==> src/rtl/and_gate.sv <==
// and_gate: combinational AND with registered result, AND-reduction flag and saturating rise counter
module and_gate #(
    parameter int WIDTH = 1,
    parameter int CNT_W = 16
) (
    input  logic             clk,
    input  logic             rst_n,
    input  logic [WIDTH-1:0] x,
    input  logic [WIDTH-1:0] y,
    output logic [WIDTH-1:0] z,
    input  logic             en,
    input  logic             clr,
    output logic [WIDTH-1:0] z_q,
    output logic             all_q,
    output logic [CNT_W-1:0] rise_cnt
);
    logic all_d;
    logic rise;
    assign z     = x & y;
    assign all_d = &z_q;
    assign rise  = all_d && !all_q;
    // capture the AND result when enabled
    always_ff @(posedge clk or negedge rst_n) begin
        if (!rst_n) z_q <= '0;
        else if (en) z_q <= x & y;
    end
    // track whether every bit of the registered result is set
    always_ff @(posedge clk or negedge rst_n) begin
        if (!rst_n) all_q <= 1'b0;
        else all_q <= all_d;
    end
    // count 0->1 transitions of all_q, clear wins, saturate at all-ones
    always_ff @(posedge clk or negedge rst_n) begin
        if (!rst_n) rise_cnt <= '0;
        else if (clr) rise_cnt <= '0;
        else if (rise && rise_cnt != {CNT_W{1'b1}}) rise_cnt <= rise_cnt + CNT_W'(1);
    end
endmodule

==> config.mk <==
export PLATFORM = sky130hd
export DESIGN_NAME = and_gate
export DESIGN_NICKNAME = d
export VERILOG_FILES = /design/src/rtl/and_gate.sv
export SDC_FILE = /design/constraint.sdc
export NUM_CORES = 1
export LEC_CHECK = 0
export CORE_MARGIN = 2
export CORE_UTILIZATION = 29
export CTS_BUF_LIST = sky130_fd_sc_hd__clkbuf_4
export CTS_CLUSTER_SIZE = 14
export DETAILED_ROUTE_END_ITERATION = 8
export PLACE_DENSITY_LB_ADDON = 0.12
export SETUP_SLACK_MARGIN = 0.2
export SYNTH_ARGS = -nofsm -noshare
export SYNTH_HDL_FRONTEND = slang
export SYNTH_SLANG_ARGS = --single-unit
export TNS_END_PERCENT = 20
==> constraint.sdc <==
create_clock -name clk -period 3.16 [get_ports clk]
set_input_delay 0.948 -clock clk [delete_from_list [all_inputs] [get_ports clk]]
set_output_delay 0.948 -clock clk [all_outputs]
set_load 0.02 [all_outputs]
# Yosys cells after proc, flatten, opt, wreduce, memory -nomap -nowiden
# Index checks and enable logic that the tools add are counted.
# totals
wordCells,12
output_inout_bits,19
ff_bits,18
# classes
reduce_logical,4
bitwise_logic,1
n_mux,2
n_addsub,1
n_eq_ne,1
# op_table
operator,n
$mux 16,2
$add 16x1->16 const B,1
$ne 16x16->1 const B,1
$logic_and 1x1->1,2
$reduce_bool 2->1,1
$and 1x1->1,1
$logic_not 1->1,1

# Logic depth before layout (Yosys ltp)
# Gate-level depths: netlist of the first run.
# logic_depth
word_depth,5
ltp_mapped,7
ltp_nobuf,5

# Worst setup path before layout of the first run
# Ideal clock, no wire load.
# synth_timing
path_kind,input port to output port
start,input port x
end,output port z
path_slack_ns,1.037
stages,1
arrival_time_ns,1.175
path_cell_list,and2_1
# synth_via
elab_chain_len,1
# synth_rtl
element,line_no,source
"start, declared",8,"input logic [WIDTH-1:0] x,"
$and 1x1->1,19,assign z = x & y;
"end, declared",10,"output logic [WIDTH-1:0] z,"
# Every way passes these cells.

# Worst setup path in the final report of the first run
# Ends and elaborated chain as after synthesis.

==> flow_metrics.tcl, run 1 <==
set metrics [dict create \
    finalSetupTns_ps 0 \
    drt_iter0_drc 40 \
    grt_max_degree 25 \
    start_util_pct 29.9 \
    ctsHoldBuffers 0 \
    dp_hpwl_um 1780 \
    portBuffers 24 \
    startpoint_type "input port" \
    layout.nets 137 \
    worstMarginPinSlew_ps 884 \
    cpMaxStageDelayCell "clkdlybuf4s50_1" \
    seq_area_frac_synth_pct 41.8 \
    cpPeakStageDelay_ps 450 \
    synth-edff-count 0 \
    clock_skew_ps 2.18 \
    multi_input_area_um2 569 \
    drc_errors 0 \
    max_freq_mhz 356 \
    critPathKind "in -> out" \
    clk_pin_slew_ps 110 \
    p_switching_mw 0.108 \
    final_common_cell "clkdlybuf4s50_1" \
    r2r_end "rise_cnt[14]" \
    gp_congestion 0.709 \
    end_kind "output port" \
    cap_violations 0 \
    reg2reg_slack_ps 1120 \
    antenna_cells 0 \
    synthesis.nets 110 \
    power_density_nw_per_um2 294 \
    hold_end "all_q" \
    comb_power_share_pct 11.7 \
    antenna_found_initial 0 \
    hold_viol_final 0 \
    synthFlopType "dfrtp_1" \
    total_power_mw 0.408 \
    grt_pass1_vias 885 \
    routed_wl_um 2500 \
    synth.distinct_cells 41 \
    root_buffer "clkbuf_4" \
    layout_common_cells "clkdlybuf4s50_1 (23), dfrtp_1 (18), a21oi_1 (8)" \
    cts_tree "built" \
    p_leak_nw 0.510 \
    row_count 22 \
    period_minus_slack_ps 2810 \
    syn_inst 103 \
    gr-usage-all-layers_pct 12.6 \
    grt_remaining_overflow 0 \
    seqPwrFrac_pct 58.4 \
    cts_buffer_depth 2 \
    hold_class "reg -> reg" \
    numCtsBuffers 3 \
    cts_setup_buffers 0 \
    cts.sinks 18 \
    boundaryPins 25 \
    irDropWorstVdd_uv 127 \
    area_growth_pct 28.7 \
    period_share_pct 88.9 \
    ant_nets 0 \
    firstDrtPassIters 4 \
    maxSlewHeadroom_pct 41.0 \
    arrival_ps 1860 \
    syn_avg_cell_area_um2 10.5 \
    drive_above_1_share_pct 17.1 \
    grt_first_pass_wirelength_um 4120 \
    clkPwrFrac_pct 29.9 \
    die_area_um2 4220 \
    synthArstFlopShare_pct 100 \
    switching_share_pct 26.5 \
    vias_per_cell 5.31 \
    die_h_um 65.0 \
    wl_per_cell_um 14.1 \
    slew_violations 0 \
    setup_viol 0 \
    vias 939 \
    seq_area_um2 450 \
    cp_max_fo 2 \
    syn_area_um2 1080 \
    ys_seq_elements 18 \
    yosysWarnings 0 \
    critical_path_required_ps 2210 \
    rr_startpoint "rise_cnt[0]" \
    reg2reg_depth 6 \
    core_region_area_um2 3610 \
    min_path_cells 0 \
    rsz0062_at_grt "no" \
    min_from "z_q" \
    outcome "complete, no violations" \
    htree_levels 1 \
    nFillCells 361 \
    die-width_um 65.0 \
    path_cells "clkdlybuf4s50_1 > and2_1 > dlygate4sd2_1" \
    p_int_mw 0.300 \
    clk_latency_ps 300 \
]
==> sequential cells by signal, indices dropped and copies added, names as in the netlist <==
register and count:
rise_cnt 16, all_q 1, z_q 1
==> per-layer routing <==
metal | track usage [%] | share of wire, % | up-vias
li1 | - | - | 457
met1 | 16.8 | 49 | 454
met2 | 20.2 | 46 | 24
met3 | 2.08 | 4.1 | 4
met4 | 4.79 | 1.4 | 0
met5 | 0 | 0 | -
==> area by class of cell <==
class,instances,share of cell area (%)
clock buffer,3,1.62
clock inverter,1,0.271
inverter,3,0.812
multi-input combinational,76,41.1
sequential,18,32.5
tap,48,4.33
timing repair buffer,28,19.4
==> through the flow <==
stage / utilization, % / area [um2] / std cells / setup WS (ps) / hold slack [ps]
2_1_floorplan: - / 1080 / 103 / 1040 / 540
6_report: 38.4 / 1390 / 177 / 351 / 462
5_1_grt: 38.4 / 1390 / 177 / 314 / 514
4_1_cts: 38.4 / 1390 / 177 / 342 / 458
3_3_place_gp: 37.8 / 1360 / 173 / 87.0 / 442
3_5_place_dp: 37.8 / 1360 / 173 / 71.8 / 447
==> cell usage after synthesis, types with 2 or more instances <==
cell,number,share of area [%]
dfrtp_1,18,42
a21oi_1,8,3.7
nand2_1,7,2.4
o31ai_1,7,4.9
or4_1,7,4.9
nand4_1,5,2.9
nand3_1,4,1.9
a21oi_2,3,2.4
inv_1,3,1.0
o21ai_1,3,1.4
or3_1,3,1.7
mux2_4,2,2.8
nor2_1,2,0.70
nor2b_1,2,1.2
nor4_2,2,2.3
o41ai_1,2,1.6
==> logic make-up (layout without fill, tap and decap cells) <==
family          Yosys count  count (layout)  synth area share [%]
mux                       3               3                  3.83
simple gates             43              43                  27.8
fa+ha+maj                 1               1                  1.16
compound gates           29              29                  20.1
flops                    18              18                  41.8
buf+inv                   9              35                  5.34
==> power by group through the flow <==
stage / combinational, mW / clock [mW] / sequential [mW]
2_1_floorplan: 0.0192 / 0 / 0.247
3_3_place_gp: 0.0483 / 0 / 0.243
3_5_place_dp: 0.0487 / 0 / 0.243
4_1_cts: 0.0481 / 0.130 / 0.238
5_1_grt: 0.0521 / 0.138 / 0.239
6_report: 0.0477 / 0.122 / 0.238
==> timing repair <==
| action | in CTS | in global routing |
|---|---|---|
| endpoints found under the hold margin | 0 | 0 |
| gates resized for setup | 1 | 0 |
| endpoints found under the setup margin | 1 | 0 |
==> worst max-delay path: cells and delay by family <==
kind,cells,cell delay (ps)
buffers and inverters,2,780
and+or+nand+nor,1,130
==> worst max-delay path by stage <==
stage                     slack, ps  depth (start not counted)  endpoint  start
after floorplan                1040                          1         z      x
after global placement           90                          3         z      x
after detailed placement         70                          3         z      x
after CTS                       340                          3         z      x
after global routing            310                          3         z      x
final                           350                          3         z      x
(Power assumes the default switching activity.)
==> run 2, diff against run 1 <==
--- a/config.mk
+++ b/config.mk
@@ -5,6 +5,7 @@
 export SDC_FILE = /design/constraint.sdc
 export NUM_CORES = 1
 export LEC_CHECK = 0
+export CAP_MARGIN = 20
 export CORE_MARGIN = 2
 export CORE_UTILIZATION = 29
 export CTS_BUF_LIST = sky130_fd_sc_hd__clkbuf_4
==> results of run 2 <==
No change in the layout: final DEF, timing and power equal those of run 1.
